$ cat config.mk
export PLATFORM = sky130hd
export DESIGN_NAME = argmax_onehot
export DESIGN_NICKNAME = d
export VERILOG_FILES = /design/src/rtl/argmax_pkg.sv /design/src/rtl/argmax_cmp.sv /design/src/rtl/argmax_onehot.sv
export SDC_FILE = /design/constraint.sdc
export NUM_CORES = 1
export LEC_CHECK = 0
export CORE_MARGIN = 1.5
export CORE_UTILIZATION = 35
export CTS_CLUSTER_DIAMETER = 200
export DETAILED_ROUTE_END_ITERATION = 16
export SETUP_SLACK_MARGIN = 0.4
export SLEW_MARGIN = 25
export SYNTH_ARGS = -nofsm -noshare
export SYNTH_HDL_FRONTEND = slang
export SYNTH_HIERARCHICAL = 1
export SYNTH_SLANG_ARGS = --single-unit
export TNS_END_PERCENT = 1
$ cat constraint.sdc
create_clock -name clk -period 8.5 [get_ports clk]
set_input_delay 2.125 -clock clk [delete_from_list [all_inputs] [get_ports clk]]
set_output_delay 2.125 -clock clk [all_outputs]
set_load 0.005 [all_outputs]
$ cat src/rtl/argmax_pkg.sv
// -----------------------------------------------------------------------------
// argmax_pkg
// Shared definitions for the argmax_onehot block and its bench:
//   NUM_CLASSES   - classes per frame (fixed at 10 by the display encoding)
//   IDX_W         - width of a class index
//   state_t       - FSM state encoding (ST_IDLE / ST_ACCUM / ST_DONE)
//   idx_to_onehot - binary class index -> display one-hot (class 0 = bit 9)
// -----------------------------------------------------------------------------
package argmax_pkg;

    localparam int NUM_CLASSES = 10;
    localparam int IDX_W       = 4;

    typedef logic [1:0] state_t;

    localparam state_t ST_IDLE  = 2'd0;
    localparam state_t ST_ACCUM = 2'd1;
    localparam state_t ST_DONE  = 2'd2;

    // Display wiring is reversed: class 0 drives digit[9], class 9 drives digit[0].
    // Indices outside 0..9 map to an all-zero (blank) pattern.
    function automatic logic [9:0] idx_to_onehot(input logic [IDX_W-1:0] idx);
        logic [9:0] oh;
        oh = '0;
        if (idx <= 4'd9) begin
            oh[4'd9 - idx] = 1'b1;
        end
        return oh;
    endfunction

endpackage

$ cat src/rtl/argmax_cmp.sv
// -----------------------------------------------------------------------------
// argmax_cmp
// Combinational compare/select step of the running argmax.
//   score    (in)  - candidate score, signed
//   idx      (in)  - class index of the candidate
//   best_val (in)  - current best score, signed
//   best_idx (in)  - class index of the current best
//   new_val  (out) - updated best score
//   new_idx  (out) - updated best index
// A strict greater-than keeps the earlier (lower) index on ties.
// -----------------------------------------------------------------------------
module argmax_cmp
    import argmax_pkg::*;
#(
    parameter int SCORE_W = 16
) (
    input  logic signed [SCORE_W-1:0] score,
    input  logic        [IDX_W-1:0]   idx,
    input  logic signed [SCORE_W-1:0] best_val,
    input  logic        [IDX_W-1:0]   best_idx,
    output logic signed [SCORE_W-1:0] new_val,
    output logic        [IDX_W-1:0]   new_idx
);

    always_comb begin
        new_val = best_val;
        new_idx = best_idx;
        if (score > best_val) begin
            new_val = score;
            new_idx = idx;
        end
    end

endmodule

$ cat src/rtl/argmax_onehot.sv
// -----------------------------------------------------------------------------
// argmax_onehot
// Consumes the 10 class scores of a frame (class 0 first) and reports the
// class with the largest signed score as a one-hot digit for the display.
//   clk          (in)  - system clock
//   rst_n        (in)  - asynchronous active-low reset
//   clear        (in)  - synchronous frame abort; blocks acceptance this cycle
//   score_valid  (in)  - score_data valid
//   score_ready  (out) - block accepts a score this cycle
//   score_data   (in)  - signed class score
//   digit        (out) - one-hot winner, class 0 = digit[9]; held between frames
//   display_EN   (out) - one-cycle pulse, new digit valid
//   busy         (out) - frame in progress (including the result cycle)
//   class_idx    (out) - binary winner index; held between frames
// Optional build macro ARGMAX_CONF_CHECK_EN: when defined, a winner whose score
// is <= CONF_THRESH blanks the display (digit = 0, class_idx = 4'hF).
// -----------------------------------------------------------------------------
module argmax_onehot
    import argmax_pkg::*;
#(
    parameter int                        SCORE_W     = 16,
    parameter int                        NUM_CLASSES = argmax_pkg::NUM_CLASSES,
    parameter logic signed [SCORE_W-1:0] CONF_THRESH = '0
) (
    input  logic                      clk,
    input  logic                      rst_n,
    input  logic                      clear,
    input  logic                      score_valid,
    output logic                      score_ready,
    input  logic signed [SCORE_W-1:0] score_data,
    output logic [9:0]                digit,
    output logic                      display_EN,
    output logic                      busy,
    output logic [IDX_W-1:0]          class_idx
);

    localparam logic [IDX_W-1:0] LAST_IDX = IDX_W'(NUM_CLASSES - 1);

    state_t                    state_q,      state_d;
    logic        [IDX_W-1:0]   idx_q,        idx_d;
    logic signed [SCORE_W-1:0] best_val_q,   best_val_d;
    logic        [IDX_W-1:0]   best_idx_q,   best_idx_d;
    logic        [9:0]         digit_q,      digit_d;
    logic        [IDX_W-1:0]   class_idx_q,  class_idx_d;
    logic                      display_en_q, display_en_d;

    logic                      accept;
    logic signed [SCORE_W-1:0] cmp_val;
    logic        [IDX_W-1:0]   cmp_idx;
    logic                      conf_pass;

    argmax_cmp #(
        .SCORE_W (SCORE_W)
    ) u_cmp (
        .score    (score_data),
        .idx      (idx_q),
        .best_val (best_val_q),
        .best_idx (best_idx_q),
        .new_val  (cmp_val),
        .new_idx  (cmp_idx)
    );

`ifdef ARGMAX_CONF_CHECK_EN
    // Judged on the final best value, i.e. the compare result of the 10th score.
    assign conf_pass = (cmp_val > CONF_THRESH);
`else
    assign conf_pass = 1'b1;
    logic unused_conf_thresh;
    assign unused_conf_thresh = ^CONF_THRESH;
`endif

    assign score_ready = (state_q != ST_DONE) && !clear;
    assign accept      = score_valid && score_ready;

    assign busy        = (state_q != ST_IDLE);
    assign display_EN  = display_en_q;
    assign digit       = digit_q;
    assign class_idx   = class_idx_q;

    always_comb begin
        state_d      = state_q;
        idx_d        = idx_q;
        best_val_d   = best_val_q;
        best_idx_d   = best_idx_q;
        digit_d      = digit_q;
        class_idx_d  = class_idx_q;
        display_en_d = 1'b0;

        case (state_q)
            ST_IDLE: begin
                if (clear) begin
                    idx_d = '0;
                end else if (accept) begin
                    best_val_d = score_data;
                    best_idx_d = '0;
                    idx_d      = IDX_W'(1);
                    state_d    = ST_ACCUM;
                end
            end
            ST_ACCUM: begin
                if (clear) begin
                    idx_d   = '0;
                    state_d = ST_IDLE;
                end else if (accept) begin
                    best_val_d = cmp_val;
                    best_idx_d = cmp_idx;
                    idx_d      = idx_q + IDX_W'(1);
                    if (idx_q == LAST_IDX) begin
                        // Result is registered now so that digit/class_idx and
                        // display_EN all appear together in the DONE cycle.
                        idx_d        = '0;
                        state_d      = ST_DONE;
                        display_en_d = 1'b1;
                        if (conf_pass) begin
                            digit_d     = idx_to_onehot(cmp_idx);
                            class_idx_d = cmp_idx;
                        end else begin
                            digit_d     = '0;
                            class_idx_d = '1;
                        end
                    end
                end
            end
            ST_DONE: begin
                // The result is already latched; clear here only affects
                // acceptance, the pulse still completes.
                state_d = ST_IDLE;
            end
            default: begin
                state_d = ST_IDLE;
                idx_d   = '0;
            end
        endcase
    end

    always_ff @(posedge clk or negedge rst_n) begin
        if (!rst_n) begin
            state_q      <= ST_IDLE;
            idx_q        <= '0;
            best_val_q   <= '0;
            best_idx_q   <= '0;
            digit_q      <= '0;
            class_idx_q  <= '0;
            display_en_q <= 1'b0;
        end else begin
            state_q      <= state_d;
            idx_q        <= idx_d;
            best_val_q   <= best_val_d;
            best_idx_q   <= best_idx_d;
            digit_q      <= digit_d;
            class_idx_q  <= class_idx_d;
            display_en_q <= display_en_d;
        end
    end

endmodule
; Yosys cells after proc, flatten, opt, wreduce, memory -nomap -nowiden
; Cells that the tools add are included.
; W data, S select, Z words.
[word_totals]
ff_bits = 41
output_inout_bits = 17
inputBits = 20
[op_classes]
addsub = 2
reduce_logical = 12
mux = 31
n_eq_ne = 12
n_lt_le_gt_ge = 4
bitwise = 2
[ops]
columns = op, n
row1 = $mux W16, 5
row2 = $mux W4, 10
row3 = $pmux W16 S2, 1
row4 = $gt A16 B16 Y1, 1
row5 = $pmux W4 S3, 1
row6 = $mux W10, 1
row7 = $mux W2, 5
row8 = $ne A2 B2 Y1 const B, 5
row9 = $ne A3 B3 Y1 const B, 3
row10 = $pmux W4 S2, 1
row11 = $reduce_and A4 Y1, 2
row12 = $reduce_and A6 Y1, 1
row13 = $lt A4 B5 Y1 const B, 1
row14 = $mux W1, 5
row15 = $reduce_and A5 Y1, 1
row16 = $add A4 B1 Y4 const B, 1
row17 = $demux W1 S4, 1
row18 = $eq A4 B4 Y1 const B, 1
row19 = $ge A4 B1 Y1 const B, 1
row20 = $le A4 B4 Y1 const B, 1
row21 = $pmux W2 S2, 1
row22 = $reduce_bool A2 Y1, 2
row23 = $sub A4 B4 Y4 const A, 1
row24 = $logic_and A1 B1 Y1, 3
row25 = 7 further kinds, 8

; Longest topological paths before layout
; Gate-level depths: netlist of the first run.
[logic_depth]
depth_word = 8
mapped_depth = 15

; By module
; Netlist of the first run, hierarchy kept.
[modules_own_cells]
columns = mod, cells_per_inst, seq_area_each_um2, instances, area_each_um2
row1 = argmax_onehot, 173, 1026.0, 1, 1815.5
row2 = argmax_cmp, 83, 0.0, 1, 753.2

; Least setup slack after synthesis of the first run
; OpenSTA, ideal clock, no wires.
[synth_path]
path_type = input to register
start = input port score_data[11]
end = register digit_q[8], in the netlist digit[8]
path_slack_ns = 2.980
required_time_ns = 8.408
n_path_buf = 1
cell_stages = 13
arrival_ns = 5.429
path_cell_list = ha_1 nand2_1 or4_4 or4_1 nand3_2 mux2i_1 buf_6 mux2_4 inv_1 ha_1 nor2_1 or4b_4 o31ai_2
[synth_between]
elab_chain_cells = 8
[synth_lines]
columns = item, line
row1 = "start, declared", argmax_onehot.sv:30  ; input logic signed [SCORE_W-1:0] score_data,
row2 = $gt A16 B16 Y1 (*), argmax_cmp.sv:28  ; if (score > best_val) begin
row3 = $mux W4 (*), argmax_cmp.sv:28
row4 = net cmp_idx[1], argmax_onehot.sv:49  ; logic [IDX_W-1:0] cmp_idx;
row5 = $sub A4 B4 Y4, argmax_pkg.sv:26  ; oh[4'd9 - idx] = 1'b1;
row6 = $lt A4 B5 Y1 (implied by the code) or $ge A4 B1 Y1 (tied branches), argmax_pkg.sv:26
row7 = $logic_and A1 B1 Y1 (implied by the code), argmax_pkg.sv:26
row8 = $mux W1 (implied by the code), argmax_pkg.sv:26
row9 = $demux W1 S4, argmax_pkg.sv:26
row10 = $mux W10 (*), argmax_pkg.sv:25  ; if (idx <= 4'd9) begin
row11 = "end signal, assigned", argmax_onehot.sv:150  ; digit_q <= digit_d;
row12 = "end, declared", argmax_onehot.sv:43  ; logic [9:0] digit_q, digit_d;
; The timed path passes the listed nets; every way through them passes the cells marked *.
; A chain may end at the register's enable or synchronous reset.

; Worst setup path in the final report of the first run
; Ends and elaborated chain as after synthesis.

==> metrics.txt, run 1 <==
# TYPE chip_impl_metric gauge
chip_impl_info{name="outcome",value="complete, no violations"} 1
chip_impl_metric{name="place_hpwl",unit="um"} 3619
chip_impl_metric{name="worst_slew_pin_slew",unit="ps"} 751.4
chip_impl_metric{name="clock_sink_count",unit=""} 41
chip_impl_metric{name="cts-root-to-sink-buffers",unit=""} 2
chip_impl_metric{name="synthArstFlopShare",unit="%"} 100.0
chip_impl_metric{name="postCtsResizedCells",unit=""} 0
chip_impl_metric{name="worst_slew_margin_rel",unit="%"} 49.85
chip_impl_metric{name="global_route_wire_length_before_repair",unit="um"} 8990
chip_impl_metric{name="initial_utilization",unit="%"} 35.80
chip_impl_metric{name="power.density",unit="nW/um2"} 181.0
chip_impl_metric{name="post_syn_instances",unit=""} 256
chip_impl_metric{name="cts.repair_timing.setup_buffer_count",unit=""} 0
chip_impl_metric{name="leakage",unit="nW"} 1.424
chip_impl_metric{name="yosys.area_share.simple",unit="%"} 14.08
chip_impl_info{name="crit_path_start_kind",value="primary input"} 1
chip_impl_metric{name="layout-drive-gt1-share",unit="%"} 15.81
chip_impl_metric{name="multi_input_comb_area",unit="um2"} 1414
chip_impl_metric{name="synth_area",unit="um2"} 2569
chip_impl_metric{name="post-route-min-period",unit="ps"} 5835
chip_impl_metric{name="via_per_inst",unit=""} 4.949
chip_impl_metric{name="fraction_of_met3_tracks_used_by_global_routing",unit="%"} 2.425
chip_impl_metric{name="placement.io_buffers",unit=""} 36
chip_impl_metric{name="postSynthNetCount",unit=""} 295
chip_impl_info{name="dominant_combinational_cell_family_by_area_after_synthesis",value="compound AO/OA/AOI/OAI gates"} 1
chip_impl_metric{name="place_congestion",unit=""} 0.7454
chip_impl_metric{name="grt_max_degree",unit=""} 42
chip_impl_metric{name="post_route_skew",unit="ps"} 10.47
chip_impl_metric{name="power.total",unit="mW"} 0.5682
chip_impl_metric{name="synth_compound_area_share",unit="%"} 17.73
chip_impl_metric{name="seq_area_frac_synth",unit="%"} 39.94
chip_impl_info{name="rsz0062_at_grt",value="false"} 1
chip_impl_metric{name="grt_pass1_vias",unit=""} 1896
chip_impl_info{name="tritoncts",value="built"} 1
chip_impl_metric{name="die_w",unit="um"} 88.67
chip_impl_metric{name="nNetsFinal",unit=""} 329
chip_impl_metric{name="clkLatencyLatePin",unit="ps"} 300
chip_impl_metric{name="yosys.area_share.adder",unit="%"} 9.255
chip_impl_metric{name="timing.critical_path.fanout_max",unit=""} 7
chip_impl_info{name="flip_flop_cell_with_the_highest_count_after_synthesis",value="dfrtp_1"} 1
chip_impl_info{name="holdCritPathClass",value="flop to flop"} 1
chip_impl_metric{name="cts_htree_levels",unit=""} 2
chip_impl_metric{name="detail_route.first_pass.iterations",unit=""} 4
chip_impl_metric{name="min_period_over_period",unit="%"} 68.65
chip_impl_metric{name="post_synthesis_area_per_instance",unit="um2"} 10.03
chip_impl_metric{name="remaining_antenna_violation_count_after_routing",unit=""} 0
chip_impl_metric{name="design.portCount",unit=""} 37
chip_impl_metric{name="post_drt_wl_per_cell",unit="um"} 13.46
chip_impl_metric{name="crit_arrival",unit="ps"} 6050
chip_impl_metric{name="synth_cell_type_count",unit=""} 46
chip_impl_metric{name="count_of_flip_flops_with_a_built_in_enable_after_synthesis",unit=""} 0
chip_impl_metric{name="nFillCells",unit=""} 709
chip_impl_metric{name="grtUsageMet1",unit="%"} 19.92
chip_impl_metric{name="overflow",unit=""} 0
chip_impl_metric{name="cp_required",unit="ps"} 8720
chip_impl_metric{name="core-area",unit="um2"} 7176
chip_impl_info{name="global_route.peak_usage_layer",value="met2"} 1
chip_impl_metric{name="postSynthRegisterBits",unit=""} 41
chip_impl_info{name="worst-setup-path-type",value="primary input to flop"} 1
chip_impl_metric{name="drt_drc_violations_left",unit=""} 0
chip_impl_metric{name="routed_vias",unit=""} 1930
chip_impl_metric{name="antenna-diode-count",unit=""} 0
chip_impl_metric{name="synth.area.mux_share",unit="%"} 12.96
chip_impl_metric{name="yosys_warnings",unit=""} 6
chip_impl_metric{name="vdd.ir_drop.worst",unit="uV"} 68.11
chip_impl_metric{name="gr-usage-met2",unit="%"} 23.90
chip_impl_metric{name="floorplan.die_area",unit="um2"} 7862
chip_impl_metric{name="rows",unit=""} 31
chip_impl_metric{name="tns",unit="ps"} 0
chip_impl_metric{name="global_route.usage.total",unit="%"} 14.79
chip_impl_metric{name="timing_hold_violations_final",unit=""} 0
chip_impl_metric{name="clk_pin_slew",unit="ps"} 80
chip_impl_info{name="clock-root-buffer",value="clkbuf_8"} 1
chip_impl_metric{name="cts-buffers-inserted",unit=""} 5
chip_impl_metric{name="setup_violations",unit=""} 0
chip_impl_metric{name="report.final.slew_viol_count",unit=""} 0
chip_impl_metric{name="synthToLayoutAreaGrowth",unit="%"} 22.21
chip_impl_metric{name="max_cap_violations",unit=""} 0
chip_impl_metric{name="seq_cell_area",unit="um2"} 1026
chip_impl_metric{name="drt_wl_total",unit="um"} 5248
chip_impl_metric{name="synth_xor_xnor_area_share",unit="%"} 0.3410
chip_impl_metric{name="fmax",unit="MHz"} 171.4
chip_impl_metric{name="die_y",unit="um"} 88.67
chip_impl_metric{name="antenna_found_initial",unit=""} 0
chip_impl_info{name="end_kind",value="flop"} 1
chip_impl_metric{name="cts.hold.buffers_added",unit=""} 0
chip_impl_metric{name="initialDrtViolationCount",unit=""} 93
==> critical path, cell delays in order <==
cell             delay [ps]
clkdlybuf4s50_1         460
ha_1                    320
nand2_1                  70
or4_4                   540
or4_1                   550
nand3_2                 120
mux2i_4                 410
mux2_4                  370
inv_1                   100
ha_1                    210
nor2_1                   60
or4b_4                  530
o31ai_2                 180
==> cell usage in the layout, fill, tap and decap left out, types with 2 or more instances in the layout <==
cell              n
dfrtp_1          41
clkdlybuf4s50_1  35
nand2_1          32
inv_1            23
o21ai_0          23
mux2_4           20
ha_1             19
o22ai_1          17
a22o_1            9
a21oi_1           7
nor2_1            6
clkbuf_8          6
nor3_1            3
nand2b_1          3
nand3_1           3
o21ai_1           2
o31ai_1           2
mux2_2            2
or4_4             2
nor2b_1           2
o31ai_2           2
buf_4             2
nor4_1            2
o21bai_1          2
==> synth_stat cells (5+ instances only) <==
master | n | area share (%)
o21ai_0 | 23 | 4.5
nor2_1 | 7 | 1.0
dfrtp_1 | 41 | 40
inv_1 | 23 | 3.4
nand2_1 | 33 | 4.8
a21oi_1 | 7 | 1.4
clkbuf_1 | 5 | 0.73
a22o_1 | 9 | 3.1
ha_1 | 19 | 9.3
mux2_4 | 20 | 12
o22ai_1 | 17 | 4.1
==> through the flow <==
| step | area, um2 | hold WS (ps) | std cells | worst slack, ps | utilization [%] |
|---|---|---|---|---|---|
| floorplan | 2569 | 466.1 | 256 | 2980 | - |
| global placement | 3012 | 469.8 | 382 | 2456 | 41.97 |
| detailed placement | 3014 | 476.2 | 382 | 2375 | 42.01 |
| CTS | 3134 | 496.6 | 390 | 2676 | 43.68 |
| global route | 3139 | 520.1 | 390 | 2455 | 43.75 |
| finish | 3139 | 487.4 | 390 | 2665 | 43.75 |
==> logic make-up (layout without fill, tap and decap cells) <==
logic type | Yosys count | in the layout
AO/OA/AOI/OAI | 71 | 71
multiplexers | 23 | 23
AND/OR/NAND/NOR | 67 | 67
flip-flops | 41 | 41
adder cells (fa/ha/maj) | 19 | 19
buffers and inverters | 34 | 69
XOR/XNOR | 1 | 1
==> flip-flops by register name, summed over array words and instances (netlist names) <==
register and count:
idx_q 4, best_idx_q 4, class_idx 4, display_EN 1, digit 10, state_q 2
best_val_q 16
==> layout make-up <==
cell class	instances	share of cell area [%]
multi-input combinational	181	45.04
sequential	41	32.68
timing repair buffer	37	11.64
tap	99	3.946
inverter	24	2.870
clock buffer	6	2.631
clock inverter	2	1.196
==> final timing paths <==
path	endpoint	slack, ps	cells past startpoint	from
min in group asynchronous	best_val_q[11]	1800	1	rst_n
max reg2reg	digit[8]	4560	13	best_val_q[15]
min	digit[2]	490	2	digit[2]
min reg2reg	digit[2]	490	2	digit[2]
max	digit[8]	2660	13	score_data[11]
max in group asynchronous	best_val_q[2]	6330	1	rst_n
==> layer usage <==
metal	routed length, um	vias to the layer above
met2	2400	28
met3	183	7
met4	91	0
li1	-	985
met1	2572	910
met5	0	-
==> power breakdown <==
group / switching [mW] / internal, mW
Clock: 0.0724 / 0.0956
Combinational: 0.0830 / 0.0912
Sequential: 0.0143 / 0.212
Power figures use the tool's default switching activity.
==> inputs of run 2 (changes only) <==
==> constraint.sdc (replaced) <==
create_clock -name clk -period 5.74 [get_ports clk]
set_input_delay 1.435 -clock clk [delete_from_list [all_inputs] [get_ports clk]]
set_output_delay 1.435 -clock clk [all_outputs]
set_load 0.005 [all_outputs]
==> run 2 against run 1 <==
Compared with the run above:
- critical path depth did not move
- clock skew barely moved
- sequential power rose by 48%
- largest cell class unchanged
- largest power group unchanged
==> metrics.txt, run 2 (same netlist as run 1, synthesis figures left out) <==
# TYPE chip_impl_metric gauge
chip_impl_metric{name="die_y",unit="um"} 88.67
chip_impl_metric{name="worst_slew_margin_rel",unit="%"} 58.61
chip_impl_metric{name="grt_max_degree",unit=""} 42
chip_impl_metric{name="fmax",unit="MHz"} 199.1
chip_impl_metric{name="crit_arrival",unit="ps"} 5240
chip_impl_metric{name="design.portCount",unit=""} 37
chip_impl_metric{name="clock_sink_count",unit=""} 41
chip_impl_metric{name="via_per_inst",unit=""} 4.946
chip_impl_metric{name="post-route-min-period",unit="ps"} 5024
chip_impl_metric{name="min_period_over_period",unit="%"} 87.52
chip_impl_info{name="outcome",value="complete, no violations"} 1
chip_impl_metric{name="post_drt_wl_per_cell",unit="um"} 13.24
chip_impl_metric{name="nFillCells",unit=""} 692
chip_impl_metric{name="layout-drive-gt1-share",unit="%"} 16.04
chip_impl_info{name="rsz0062_at_grt",value="false"} 1
chip_impl_metric{name="global_route_wire_length_before_repair",unit="um"} 8825
chip_impl_metric{name="leakage",unit="nW"} 1.445
chip_impl_metric{name="timing_hold_violations_final",unit=""} 0
chip_impl_metric{name="die_w",unit="um"} 88.67
chip_impl_info{name="critical_path.startpoint",value="score_data[11]"} 1
chip_impl_metric{name="power.total",unit="mW"} 0.8819
chip_impl_metric{name="place_ws",unit="ps"} 416.5
chip_impl_metric{name="postCtsResizedCells",unit=""} 0
chip_impl_metric{name="tns",unit="ps"} 0
chip_impl_metric{name="grt_pass1_vias",unit=""} 1867
chip_impl_metric{name="timing.critical_path.slowest_cell_delay",unit="ps"} 550
chip_impl_info{name="timing.critical_path.mode_cell",value="ha_1"} 1
chip_impl_info{name="r2r_end",value="digit[8]"} 1
chip_impl_metric{name="vdd.ir_drop.worst",unit="uV"} 139.6
chip_impl_metric{name="power.density",unit="nW/um2"} 278.3
chip_impl_metric{name="largest_reg_flops",unit=""} 16
chip_impl_metric{name="setup_violations",unit=""} 0
chip_impl_metric{name="remaining_antenna_violation_count_after_routing",unit=""} 0
chip_impl_metric{name="cp_required",unit="ps"} 5960
chip_impl_metric{name="cts.hold.buffers_added",unit=""} 0
chip_impl_info{name="clock-root-buffer",value="clkbuf_8"} 1
chip_impl_metric{name="global_route.usage.total",unit="%"} 14.37
chip_impl_metric{name="cts.repair_timing.setup_buffer_count",unit=""} 0
chip_impl_metric{name="clkLatencyLatePin",unit="ps"} 300
chip_impl_metric{name="timing.critical_path.fanout_max",unit=""} 5
chip_impl_metric{name="numPlacedInstances",unit=""} 384
chip_impl_metric{name="drt_drc_violations_left",unit=""} 0
chip_impl_metric{name="clk_pin_slew",unit="ps"} 90
chip_impl_info{name="timing.critical_path.cells",value="clkdlybuf4s50_1, ha_1, nand2_1, or4_4, or4_1, nand3_2, mux2i_4, mux2_4, inv_1, ha_1, nor2_1, or4b_4, o31ai_2"} 1
chip_impl_metric{name="routed_vias",unit=""} 1939
chip_impl_metric{name="core-area",unit="um2"} 7176
chip_impl_metric{name="antenna_found_initial",unit=""} 0
chip_impl_metric{name="drt_wl_total",unit="um"} 5189
chip_impl_info{name="critPathCapture",value="digit[8]"} 1
chip_impl_metric{name="post_route_skew",unit="ps"} 10.54
chip_impl_info{name="crit_path_start_kind",value="primary input"} 1
chip_impl_metric{name="synthToLayoutAreaGrowth",unit="%"} 23.38
chip_impl_metric{name="rows",unit=""} 31
chip_impl_metric{name="floorplan.die_area",unit="um2"} 7862
chip_impl_info{name="cp_slowest_cell",value="or4_1"} 1
chip_impl_metric{name="placement.io_buffers",unit=""} 36
chip_impl_metric{name="seq_cell_area",unit="um2"} 1026
chip_impl_metric{name="cts-root-to-sink-buffers",unit=""} 2
chip_impl_metric{name="worst_slew_pin_slew",unit="ps"} 618.6
chip_impl_metric{name="number_of_cells_in_the_finished_layout_apart_from_fillers",unit=""} 392
chip_impl_metric{name="place_congestion",unit=""} 0.7202
chip_impl_metric{name="report.final.slew_viol_count",unit=""} 0
chip_impl_metric{name="initialDrtViolationCount",unit=""} 60
chip_impl_info{name="register_with_the_most_flip_flops",value="best_val_q"} 1
chip_impl_metric{name="initial_utilization",unit="%"} 35.80
chip_impl_metric{name="max_cap_violations",unit=""} 0
chip_impl_info{name="layout_commonest_cell",value="dfrtp_1"} 1
chip_impl_metric{name="place_hpwl",unit="um"} 3565
chip_impl_metric{name="cts_htree_levels",unit=""} 2
chip_impl_info{name="worstReg2RegStart",value="best_val_q[15]"} 1
chip_impl_metric{name="timing.hold.ws",unit="ps"} 485.1
chip_impl_metric{name="multi_input_comb_area",unit="um2"} 1411
chip_impl_info{name="tritoncts",value="built"} 1
chip_impl_metric{name="overflow",unit=""} 0
chip_impl_metric{name="final.setup.worst_slack",unit="ps"} 716.2
chip_impl_metric{name="fin_area",unit="um2"} 3169
chip_impl_metric{name="ff2ff_setup_slack",unit="ps"} 1930
chip_impl_info{name="end_kind",value="flop"} 1
chip_impl_metric{name="cts-buffers-inserted",unit=""} 5
chip_impl_metric{name="detail_route.first_pass.iterations",unit=""} 4
chip_impl_metric{name="antenna-diode-count",unit=""} 0
chip_impl_info{name="holdCritPathClass",value="flop to flop"} 1
chip_impl_metric{name="placed_area",unit="um2"} 3027
chip_impl_metric{name="final_core_utilization",unit="%"} 44.17
chip_impl_metric{name="nNetsFinal",unit=""} 331
chip_impl_info{name="worst-setup-path-type",value="primary input to flop"} 1
chip_impl_info{name="mostFrequentLayoutCells",value="dfrtp_1 (41), clkdlybuf4s50_1 (35), nand2_1 (32), inv_1 (23), o21ai_0 (23)"} 1
chip_impl_metric{name="r2r_cells",unit=""} 13
==> run 2: changes by cell type in the layout (fill, tap and decap cells not counted), sizes merged <==
cell      previous run  this run
buf                  2         4
bufinv               1         2
clkbuf               6         5
clkinvlp             1         0
inv                 24        25
==> run 2: worst min-delay path by stage <==
| stage | slack (ps) | cells past startpoint | to | from |
|---|---|---|---|---|
| final | 490 | 2 | class_idx[2] | class_idx[2] |
| after global routing | 520 | 2 | digit[0] | digit[0] |
| after CTS | 500 | 2 | class_idx[2] | class_idx[2] |
| after detailed placement | 470 | 2 | class_idx[2] | class_idx[2] |
| after global placement | 470 | 2 | class_idx[2] | class_idx[2] |
| after floorplan | 470 | 1 | best_idx_q[0] | best_idx_q[0] |
==> run 2: area by class of cell <==
class                   instances  share of cell area [%]
well taps                      99                   3.908
flip-flops and latches         41                   32.37
multi-input cells             181                   44.53
clock inverters                 3                   2.171
repair buffers                 39                   12.00
clock buffers                   5                   2.171
inverters                      24                   2.842
==> run 2: report_power, final <==
| group | switching (mW) | internal [mW] | leakage (nW) |
|---|---|---|---|
| combinational | 0.124 | 0.138 | 0.834 |
| clock | 0.109 | 0.175 | 0.0687 |
| sequential | 0.0215 | 0.313 | 0.543 |
==> run 2: worst max-delay path: cells and delay by family <==
family | cells | cell delay [ps]
AO/OA/AOI/OAI | 1 | 180
adder cells (fa/ha/maj) | 2 | 540
AND/OR/NAND/NOR | 6 | 1890
buffers and inverters | 2 | 540
multiplexers | 2 | 660
==> run 2: per-layer routing <==
layer / share of wire (%) / wire (um) / track usage [%] / vias up
met5: 0 / 0 / 0 / -
met4: 1.2 / 62 / 4.261 / 0
li1: - / - / - / 988
met1: 53 / 2763 / 20.60 / 917
met3: 2.6 / 137 / 2.519 / 6
met2: 43 / 2226 / 22.11 / 28
==> inputs of run 3 (changes only) <==
--- a/config.mk
+++ b/config.mk
@@ -5,6 +5,7 @@
 export SDC_FILE = /design/constraint.sdc
 export NUM_CORES = 1
 export LEC_CHECK = 0
+export CAP_MARGIN = 15
 export CORE_MARGIN = 1.5
 export CORE_UTILIZATION = 35
 export CTS_CLUSTER_DIAMETER = 200
==> results of run 3 <==
The final DEF is identical to that of run 2; final timing and power are the same.
